[config.mk]
export PLATFORM = sky130hd
export DESIGN_NAME = thread_dispatcher
export DESIGN_NICKNAME = d
export VERILOG_FILES = /design/src/rtl/thread_dispatch_pkg.sv /design/src/rtl/thread_dispatcher_rr_pick.sv /design/src/rtl/thread_dispatcher.sv
export SDC_FILE = /design/constraint.sdc
export NUM_CORES = 1
export LEC_CHECK = 0
export BUFFER_PORTS_ARGS = -buffer_cell sky130_fd_sc_hd__buf_2
export CAP_MARGIN = 15
export CORE_MARGIN = 2
export CORE_UTILIZATION = 60
export CTS_BUF_LIST = sky130_fd_sc_hd__clkbuf_4 sky130_fd_sc_hd__clkbuf_8 sky130_fd_sc_hd__clkbuf_16
export DETAILED_ROUTE_END_ITERATION = 8
export PLACE_DENSITY = 0.76
export SLEW_MARGIN = 20
export SYNTH_ARGS = -nofsm -noshare
export SYNTH_HDL_FRONTEND = slang
export SYNTH_SLANG_ARGS = --single-unit
[constraint.sdc]
create_clock -name clk -period 7.14 [get_ports clk]
set_clock_uncertainty 0.15 [all_clocks]
set_input_delay 0.714 -clock clk [delete_from_list [all_inputs] [get_ports clk]]
set_output_delay 0.714 -clock clk [all_outputs]
set_load 0.05 [all_outputs]
[src/rtl/thread_dispatch_pkg.sv]
// Shared types and defaults for the thread dispatcher: slot state encoding
// and the retire disposition record.
package thread_dispatch_pkg;

    localparam int NUM_CTX_DEFAULT = 8;
    localparam int SLEEP_W_DEFAULT = 16;

    typedef enum logic [1:0] {
        IDLE     = 2'd0,
        QUEUED   = 2'd1,
        RUNNING  = 2'd2,
        SLEEPING = 2'd3
    } ctx_state_t;

    typedef struct packed {
        logic [$clog2(NUM_CTX_DEFAULT)-1:0] ctx;
        logic signed [SLEEP_W_DEFAULT-1:0]  sleep;
    } retire_t;

endpackage

[src/rtl/thread_dispatcher_rr_pick.sv]
// Combinational round-robin finder: first set bit of req at or after ptr,
// wrapping modulo N (N a power of two).
module rr_pick #(
    parameter int N = 8,
    parameter int W = $clog2(N)
) (
    input  logic [N-1:0] req,
    input  logic [W-1:0] ptr,
    output logic         found,
    output logic [W-1:0] idx
);

    logic [N-1:0] rot;
    logic [W-1:0] off;

    // Rotate so bit 0 of rot is the slot at ptr; W-bit sum wraps for free.
    always_comb begin
        for (int i = 0; i < N; i++) begin
            rot[i] = req[ptr + W'(i)];
        end
    end

    always_comb begin
        off = '0;
        for (int i = N - 1; i >= 0; i--) begin
            if (rot[i]) off = W'(i);
        end
    end

    assign found = |rot;
    assign idx   = ptr + off;

endmodule

[src/rtl/thread_dispatcher.sv]
// Thread context scheduler: load/issue/retire/sleep per slot, round-robin issue.
// Optional DISPATCH_STATS_EN adds saturating issue and stall counters.
module thread_dispatcher
    import thread_dispatch_pkg::*;
#(
    parameter int NUM_CTX = NUM_CTX_DEFAULT,
    parameter int CTX_W   = $clog2(NUM_CTX),
    parameter int SLEEP_W = SLEEP_W_DEFAULT
) (
    input  logic                      clk,
    input  logic                      reset_n,
    input  logic                      load_valid,
    input  logic [CTX_W-1:0]          load_ctx,
    output logic                      load_err,
    output logic                      issue_valid,
    input  logic                      issue_ready,
    output logic [CTX_W-1:0]          issue_ctx,
    input  logic                      retire_valid,
    input  logic [CTX_W-1:0]          retire_ctx,
    input  logic signed [SLEEP_W-1:0] retire_sleep,
    output logic                      retire_err,
    output logic [NUM_CTX-1:0]        queued_mask,
    output logic [CTX_W:0]            idle_count
`ifdef DISPATCH_STATS_EN
    ,
    output logic [31:0]               stat_issued,
    output logic [31:0]               stat_stall
`endif
);

    localparam int CNT_W = CTX_W + 1;

    ctx_state_t         st_q  [NUM_CTX];
    ctx_state_t         st_d  [NUM_CTX];
    logic [SLEEP_W-1:0] cnt_q [NUM_CTX];
    logic [SLEEP_W-1:0] cnt_d [NUM_CTX];

    logic [CTX_W-1:0]   ptr_q, ptr_d;
    logic [CTX_W-1:0]   issue_ctx_q, issue_ctx_d;
    logic               issue_valid_q, issue_valid_d;
    logic               load_err_q, load_err_d;
    logic               retire_err_q, retire_err_d;
    logic [NUM_CTX-1:0] queued_mask_q, queued_mask_d;
    logic [CNT_W-1:0]   idle_count_q, idle_count_d;

    logic               hs;
    logic [NUM_CTX-1:0] pick_req;
    logic [CTX_W-1:0]   pick_ptr, pick_idx;
    logic               pick_found;

    assign hs = issue_valid_q & issue_ready;

    // The slot leaving on this handshake is still QUEUED pre-edge; mask it out.
    always_comb begin
        for (int i = 0; i < NUM_CTX; i++) begin
            pick_req[i] = (st_q[i] == QUEUED);
        end
        if (hs) pick_req[issue_ctx_q] = 1'b0;
    end

    assign pick_ptr = hs ? issue_ctx_q + CTX_W'(1) : ptr_q;

    rr_pick #(.N(NUM_CTX), .W(CTX_W)) u_pick (
        .req   (pick_req),
        .ptr   (pick_ptr),
        .found (pick_found),
        .idx   (pick_idx)
    );

    // Load, handshake, retire and countdown each require a distinct pre-edge
    // state, so they never compete for the same slot.
    always_comb begin
        st_d         = st_q;
        cnt_d        = cnt_q;
        load_err_d   = 1'b0;
        retire_err_d = 1'b0;

        for (int i = 0; i < NUM_CTX; i++) begin
            if (st_q[i] == SLEEPING) begin
                if (cnt_q[i] <= SLEEP_W'(1)) begin
                    st_d[i]  = QUEUED;
                    cnt_d[i] = '0;
                end else begin
                    cnt_d[i] = cnt_q[i] - SLEEP_W'(1);
                end
            end
        end

        if (load_valid) begin
            if (st_q[load_ctx] == IDLE) st_d[load_ctx] = QUEUED;
            else                        load_err_d = 1'b1;
        end

        if (hs) st_d[issue_ctx_q] = RUNNING;

        if (retire_valid) begin
            if (st_q[retire_ctx] == RUNNING) begin
                if (retire_sleep[SLEEP_W-1]) begin
                    st_d[retire_ctx] = IDLE;
                end else if (retire_sleep == '0) begin
                    st_d[retire_ctx] = QUEUED;
                end else begin
                    st_d[retire_ctx]  = SLEEPING;
                    cnt_d[retire_ctx] = $unsigned(retire_sleep);
                end
            end else begin
                retire_err_d = 1'b1;
            end
        end
    end

    always_comb begin
        ptr_d         = hs ? issue_ctx_q + CTX_W'(1) : ptr_q;
        issue_valid_d = issue_valid_q;
        issue_ctx_d   = issue_ctx_q;
        if (!issue_valid_q || issue_ready) begin
            issue_valid_d = pick_found;
            if (pick_found) issue_ctx_d = pick_idx;
        end
    end

    always_comb begin
        queued_mask_d = '0;
        idle_count_d  = '0;
        for (int i = 0; i < NUM_CTX; i++) begin
            queued_mask_d[i] = (st_d[i] == QUEUED);
            if (st_d[i] == IDLE) idle_count_d = idle_count_d + CNT_W'(1);
        end
    end

    always_ff @(posedge clk or negedge reset_n) begin
        if (!reset_n) begin
            for (int i = 0; i < NUM_CTX; i++) begin
                st_q[i]  <= IDLE;
                cnt_q[i] <= '0;
            end
            ptr_q         <= '0;
            issue_valid_q <= 1'b0;
            issue_ctx_q   <= '0;
            load_err_q    <= 1'b0;
            retire_err_q  <= 1'b0;
            queued_mask_q <= '0;
            idle_count_q  <= CNT_W'(NUM_CTX);
        end else begin
            st_q          <= st_d;
            cnt_q         <= cnt_d;
            ptr_q         <= ptr_d;
            issue_valid_q <= issue_valid_d;
            issue_ctx_q   <= issue_ctx_d;
            load_err_q    <= load_err_d;
            retire_err_q  <= retire_err_d;
            queued_mask_q <= queued_mask_d;
            idle_count_q  <= idle_count_d;
        end
    end

    assign load_err    = load_err_q;
    assign retire_err  = retire_err_q;
    assign issue_valid = issue_valid_q;
    assign issue_ctx   = issue_ctx_q;
    assign queued_mask = queued_mask_q;
    assign idle_count  = idle_count_q;

`ifdef DISPATCH_STATS_EN
    logic [31:0] stat_issued_q, stat_issued_d;
    logic [31:0] stat_stall_q, stat_stall_d;

    always_comb begin
        stat_issued_d = stat_issued_q;
        stat_stall_d  = stat_stall_q;
        if (hs && stat_issued_q != '1) stat_issued_d = stat_issued_q + 32'd1;
        if (issue_valid_q && !issue_ready && stat_stall_q != '1) stat_stall_d = stat_stall_q + 32'd1;
    end

    always_ff @(posedge clk or negedge reset_n) begin
        if (!reset_n) begin
            stat_issued_q <= '0;
            stat_stall_q  <= '0;
        end else begin
            stat_issued_q <= stat_issued_d;
            stat_stall_q  <= stat_stall_d;
        end
    end

    assign stat_issued = stat_issued_q;
    assign stat_stall  = stat_stall_q;
`endif

endmodule

==> impl_results.md, run 1 <==
- Outcome: finished clean
- Critical path's slowest cell: a2111oi_0
- Cell Rows: 48
- DRC viols: 0
- Worst hold path type: in -> async
- Max Freq: 0.203 GHz
- Slew of the pin with the lowest slew margin: 992 ps
- Critical path fanouts, max: 7
- Total track usage: 30.6%
- Final Hold Fails: 0
- Worst EP arrival: 5100 ps
- Lkg Pwr: 4.43 nW
- Reg2Reg Depth: 17
- Mapped Cells: 1184
- Primary FF master, synth: dfrtp_1
- Final Util: 66.1%
- Initial antenna violation count: 0
- Total of max-cap violations: 0
- I/O pin cnt: 45
- Fin Setup TNS: 0 ps
- Ant. Diodes: 0
- Yosys top cell by area: dfrtp_1
- Seq cells post-synth: 165
- DPL Wire Length: 18800 um
- Clock-pin transition on the worst setup and hold timing paths: 60 ps
- Max stage delay on crit path: 610 ps
- Vias: 8877
- Area growth syn-to-layout: 8.68%
- Layout cells sized above 1: 11.2%
- Multiplexer share of the synthesized area: 4.89%
- Chip height: 136 um
- Root Buffer: clkbuf_16
- YS warnings: 0
- Reg2reg end: idle_count[1]$_DFF_PN0_
- Synth cell types: 88
- CTS max path bufs: 2
- Starting DRT DRC Count: 824
- Pin count of the biggest net entering global routing: 88
- Starting Density: 60.8%
- Synth Area in Simple Gates: 22.2%
- Worst vdd ir: 503 uV
- Combinational family with the most area after synthesis: simple AND/OR/NAND/NOR gates
- Post-CTS Setup Bufs: 0
- Die area: 18500 um^2
- Asr flop ratio synth: 100%
- Worst path required time: 7300 ps
- R2R Setup Slk: 2210 ps
- Area after DPL: 10800 um^2
- Adder-cell share of the synthesized area: 3.31%
- First-pass GRT wire length: 43900 um
- CTS Buf Count: 17
- Final slew viol count: 0
- Number of flops mapped to enable cells by yosys: 0
- Critical Path Sink: idle_count[1]$_DFF_PN0_
- Routed Antenna Nets: 0
- H-tree levels: 4
- CP startpoint: issue_ctx[2]$_DFFE_PN0P_
- Resize count post-CTS: 0
- Count leader, synth: dfrtp_1
- Clk_lat worst skew: 430 ps
- Post-synth top area share: 39.3%
- Most used cell, CP: ha_1
- Register area share after synthesis: 39.6%
- Max_slew headroom: 33.3%
- Core ar.: 17200 um^2
- Drt wl/cell: 18.9 um
- Final setup viols: 0
- Post-route cell area: 11300 um^2
- GPL Wtd Cong: 0.936
- Final Critical Period: 4930 ps
- RSZ-0062 raised after global routing: no
- Clock sinks: 165
- Area of the multi-input gates: 5920 um^2
- Vias per inst: 6.18
- Fillcell total: 1458
- Syn_area_per_cell: 8.82 um^2
- Synth area leaders: dfrtp_1 (39%), xnor2_1 (7.5%), o21ai_0 (6.2%)
- Critical Path Sink Type: flop
- Vias in the first global route: 8310
- Cell Pwr Density: 466 nW/um^2
- Worst reg2reg startpoint: issue_ctx[2]$_DFFE_PN0P_
- IO Port Bufs: 44
- Congestion Overflow GR: 0
- Critical Path, Cell by Cell: and3b_2, a2111oi_0, a21o_1, ha_1, inv_1, nor3_1, or2_2, ha_1, o21ai_1, a21oi_1, o21bai_1, o21ai_1, o21ba_2, ha_1, mux2_4, ha_1, mux2_2
- Cts-stage hold buffer count: 0
- Die X: 136 um
- CP startpoint kind: flop
- CTS tree: yes
- Synth cell count leaders: dfrtp_1 (164), nand2_1 (150), o21ai_0 (130)
- Crit Path Class: reg -> reg
- Final Cycle Share: 69.1%
- Drt total wl: 27100 um
- Synthesized area: 10400 um^2
- Synth Area in XOR/XNOR: 10.1%
- DR pass1 iterations: 5
- NumNets Final: 1254
- Post-Syn Nets: 1238
- Register area: 4130 um^2
- Hold slack: 187 ps
- Compound-cell area share of the yosys netlist: 16.0%
how the worst min path moves through the flow:
stage                              from  slack [ps]  cells past startpoint                   to
CTS                             reset_n         230                      1  cnt_q[94]$_DFF_PN0_
finish                          reset_n         190                      1  cnt_q[42]$_DFF_PN0_
detailed placement  cnt_q[79]$_DFF_PN0_         390                      2  cnt_q[79]$_DFF_PN0_
global route                    reset_n         260                      1  cnt_q[94]$_DFF_PN0_
global placement    cnt_q[31]$_DFF_PN0_         380                      2  cnt_q[31]$_DFF_PN0_
floorplan                       reset_n         270                      0   cnt_q[0]$_DFF_PN0_
cell families (layout without fill, tap and decap cells):
family	count (synthesis)	after routing
adder cells (fa/ha/maj)	27	27
AND/OR/NAND/NOR	467	467
flip-flops	165	165
AO/OA/AOI/OAI	269	269
multiplexers	40	40
buffers and inverters	97	125
XOR/XNOR	119	119
cells in the final DEF, fill, tap and decap left out, drive strengths merged, types with 4 or more instances in the layout:
master and n:
a22oi 7, o21bai 6, o22ai 11, a41oi 6
or3 21, dfrtp 164, nor4b 5, nor2b 13
clkbuf 22, a21o 6, nand3 16, xnor2 90
nand2b 15, o21a 5, xor2 28, o32ai 4
mux2 17, nor3 58, nand4 8, mux2i 18
a211oi 14, inv 46, a21oi 37, nand2 152
nor2 94, and2 7, ha 26, o21ai 137
o211ai 7, a31o 4, nor4 40, buf 51
or4 13, mux4 5, or2 8
sequential cells by signal, indices dropped and copies added (netlist names):
name and cells:
cnt_q 128, st_q 16, queued_mask 8, idle_count 4, issue_ctx 3, ptr_q 3, issue_valid 1, load_err 1
retire_err 1
worst max-delay path, delay by kind of cell (launching register included):
family / cells / cell delay [ps]
buffers and inverters: 1 / 150
AO/OA/AOI/OAI: 7 / 1740
adder cells (fa/ha/maj): 4 / 1130
flip-flops: 1 / 450
multiplexers: 2 / 540
AND/OR/NAND/NOR: 3 / 630
per-stage QoR:
step	cells	worst slack, ps	total power, mW
after global placement	1406	1940	4.28
after CTS	1437	2260	5.26
after floorplan	1184	2420	3.80
after detailed placement	1406	1900	4.36
final	1437	2210	5.29
after global routing	1437	1870	5.69
metal layers:
layer / GRT usage [%] / wire length [um]
met5: 0 / 0
met4: 9.84 / 728
met3: 6.82 / 2020
met2: 47.4 / 12200
met1: 43.0 / 12100
power breakdown:
part | switching (mW) | internal, mW
Clock | 0.377 | 0.512
Sequential | 0.516 | 1.38
Combinational | 1.36 | 1.14
Total | 2.25 | 3.03
final cells by class:
cell class,instances,share of cell area (%)
Timing Repair Buffer,51,2.49
Multi-Input combinational cell,922,52.2
Tap cell,225,2.48
Inverter,43,1.42
Clock inverter,9,0.827
Clock buffer,22,4.19
Sequential cell,165,36.4
(Power assumes the default switching activity.)
==> run 2, diff against run 1 <==
--- a/config.mk
+++ b/config.mk
@@ -8,7 +8,7 @@
 export BUFFER_PORTS_ARGS = -buffer_cell sky130_fd_sc_hd__buf_2
 export CAP_MARGIN = 15
 export CORE_MARGIN = 2
-export CORE_UTILIZATION = 60
+export CORE_UTILIZATION = 57
 export CTS_BUF_LIST = sky130_fd_sc_hd__clkbuf_4 sky130_fd_sc_hd__clkbuf_8 sky130_fd_sc_hd__clkbuf_16
 export DETAILED_ROUTE_END_ITERATION = 8
 export PLACE_DENSITY = 0.76
==> constraint.sdc (replaced) <==
create_clock -name clk -period 4.5 [get_ports clk]
set_clock_uncertainty 0.15 [all_clocks]
set_input_delay 0.45 -clock clk [delete_from_list [all_inputs] [get_ports clk]]
set_output_delay 0.45 -clock clk [all_outputs]
set_load 0.05 [all_outputs]
==> run 2 against run 1 <==
Hold slack gained 39 ps; power grew 65%; count of clock-buffer cells in the layout shrank 3; combinational power grew 71%; setup slack lost 2000 ps; critical path type unchanged.
==> impl_results.md, run 2 (same netlist as run 1, synthesis figures left out) <==
- Slew of the pin with the lowest slew margin: 962 ps (-29.8 ps)
- Met2 wire len: 12500 um (+1.9%)
- Commonest cells after routing, fill and taps aside: dfrtp_1 (160), nand2_1 (150), o21ai_0 (130)
- Fin Setup TNS: 0 ps (unchanged)
- Metal-1 WL: 12300 um (+1.5%)
- Final Total Pwr: 8.74 mW (+65%)
- Final Cycle Share: 95.6% (+27 points)
- NumNets Final: 1303 (+3.9%)
- I/O pin cnt: 45 (unchanged)
- Final slew viol count: 0 (unchanged)
- IO Port Bufs: 44 (unchanged)
- Max reg flops: 128 (unchanged)
- Clock sinks: 165 (unchanged)
- Vias per inst: 6.15 (-0.39%)
- Crit Path Class: reg -> reg
- Total track usage: 29.0% (-1.6 points)
- Die X: 139 um (+2.5%)
- Total of max-cap violations: 0 (unchanged)
- Initial antenna violation count: 0 (unchanged)
- Outcome: finished clean
- DPL Wire Length: 19400 um (+3.7%)
- Area after DPL: 11100 um^2 (+3.5%)
- DR pass1 iterations: 5 (unchanged)
- Root Buffer: clkbuf_16
- Cell Pwr Density: 740 nW/um^2 (+59%)
- Final Hold Fails: 0 (unchanged)
- Lkg Pwr: 4.69 nW (+5.8%)
- Max Freq: 0.232 GHz (+15%)
- Worst EP arrival: 4480 ps (-620 ps)
- Post-CTS Setup Bufs: 0 (unchanged)
- Core ar.: 18000 um^2 (+4.6%)
- Clk_lat worst skew: 440 ps (about the same)
- Final setup margin: 196 ps (-2010 ps)
- Top layer reached by signal wires: met4
- Critical path fanouts, max: 4 (-3)
- Pre-CTS setup slack: -155 ps (-2050 ps)
- DRC viols: 0 (unchanged)
- CTS tree: yes
- Worst hold path type: in -> reg
- Final Util: 65.7% (-0.32 points)
- CP startpoint kind: flop
- Worst vdd ir: 783 uV (+56%)
- Commonest non-fill, non-tap cell in the layout: dfrtp_1
- Vias in the first global route: 8671 (+4.3%)
- Vias: 9175 (+3.4%)
- CTS max path bufs: 2 (unchanged)
- GPL Wtd Cong: 1.07 (+14%)
- First-pass GRT wire length: 45300 um (+3.2%)
- Cell Rows: 49 (+2.1%)
- Starting Density: 58.1% (-2.7 points)
- Worst path required time: 4670 ps (-2630 ps)
- Layout cells sized above 1: 15.1% (+3.9 points)
- Max_slew headroom: 35.9% (+2.6 points)
- Pin count of the biggest net entering global routing: 86 (-2.3%)
- Final Critical Period: 4300 ps (-630 ps)
- Drt total wl: 27800 um (+2.3%)
- Clock-pin transition on the worst setup and hold timing paths: 70 ps (about the same)
- Final setup viols: 0 (unchanged)
- Die area: 19400 um^2 (+5.1%)
- Starting DRT DRC Count: 759 (-7.9%)
- Critical Path Sink Type: flop
- Area growth syn-to-layout: 13.1%
- Biggest register: cnt_q
- Post-route cell area: 11800 um^2 (+4.1%)
- Drt wl/cell: 18.6 um (-1.4%)
- Ant. Diodes: 0 (unchanged)
- Chip height: 139 um (+2.5%)
- Met3 Wirelength: 1920 um (-5.1%)
- Congestion Overflow GR: 0 (unchanged)
- CTS Buf Count: 17 (unchanged)
- Routed Antenna Nets: 0 (unchanged)
- H-tree levels: 4 (unchanged)
[run 2: cell types whose count changed in the layout (fill, tap and decap cells not counted), sizes merged]
cell	change
clkinvlp	-1
inv	+4
clkbuf	-3
buf	+48
dlygate4sd3	+1
bufinv	+1
[run 2: worst max-delay path, cell delays in order, from the launching register on]
cell and delay [ps]:
dfrtp_2 420, nor2_1 310, a2111oi_4 130, buf_4 160, a21o_4 200, ha_4 270, inv_1 50, nor3_1 300
or2_2 170, ha_1 230, o21ai_1 110, a21oi_1 100, o21bai_1 180, o21ai_1 120, o21ba_2 180, ha_1 310
mux2_4 280, ha_1 280, mux2_2 260
[run 2: area by class of cell]
type                    count  area [um^2]
clock inverters            13          161
multi-input cells         922         5960
clock buffers              19          447
inverters                  43          161
flip-flops and latches    165         4140
repair buffers            100          662
fillers                  1499         6150
well taps                 229          287
[run 2: repair_timing]
item | 4_1_cts | 5_1_grt
pin swaps | 0 | 0
endpoints found under the hold margin | 83 | 0
hold buffers | 1 | 0
resized for setup | 1 | 6
endpoints found under the setup margin | 1 | 3
[run 2: per-layer routing]
metal / up-vias / GRT usage [%]
li1: 4331 / -
met1: 4400 / 40.9
met2: 362 / 44.5
met3: 82 / 4.78
met4: 0 / 12.7
met5: - / 0
[run 2: path summary, 6_finish.rpt]
path / from / end / slack, ps / cells after the start
worst max register to register: issue_ctx[1]$_DFFE_PN0P_ / idle_count[1]$_DFF_PN0_ / 200 / 18
max in group asynchronous: reset_n / cnt_q[75]$_DFF_PN0_ / 2820 / 3
worst max-delay path: issue_ctx[1]$_DFFE_PN0P_ / idle_count[1]$_DFF_PN0_ / 200 / 18
worst min-delay path: retire_valid / retire_err$_DFF_PN0_ / 230 / 2
min in group asynchronous: reset_n / queued_mask[1]$_DFF_PN0_ / 470 / 2
worst min register to register: cnt_q[31]$_DFF_PN0_ / cnt_q[31]$_DFF_PN0_ / 400 / 2
[run 2: power by group]
part	total, mW	switching, mW	internal [mW]	leakage (nW)
Combinational	4.28	2.29	1.98	2.40
Sequential	2.96	0.762	2.20	1.99
Clock	1.51	0.647	0.859	0.300
Total	8.74	3.70	5.04	4.69
[run 2: through the flow]
step	hold slack [ps]	instances
3_3_place_gp	376	1458
4_1_cts	213	1491
5_1_grt	215	1491
3_5_place_dp	383	1458
6_report	226	1491
2_1_floorplan	4.41	1184
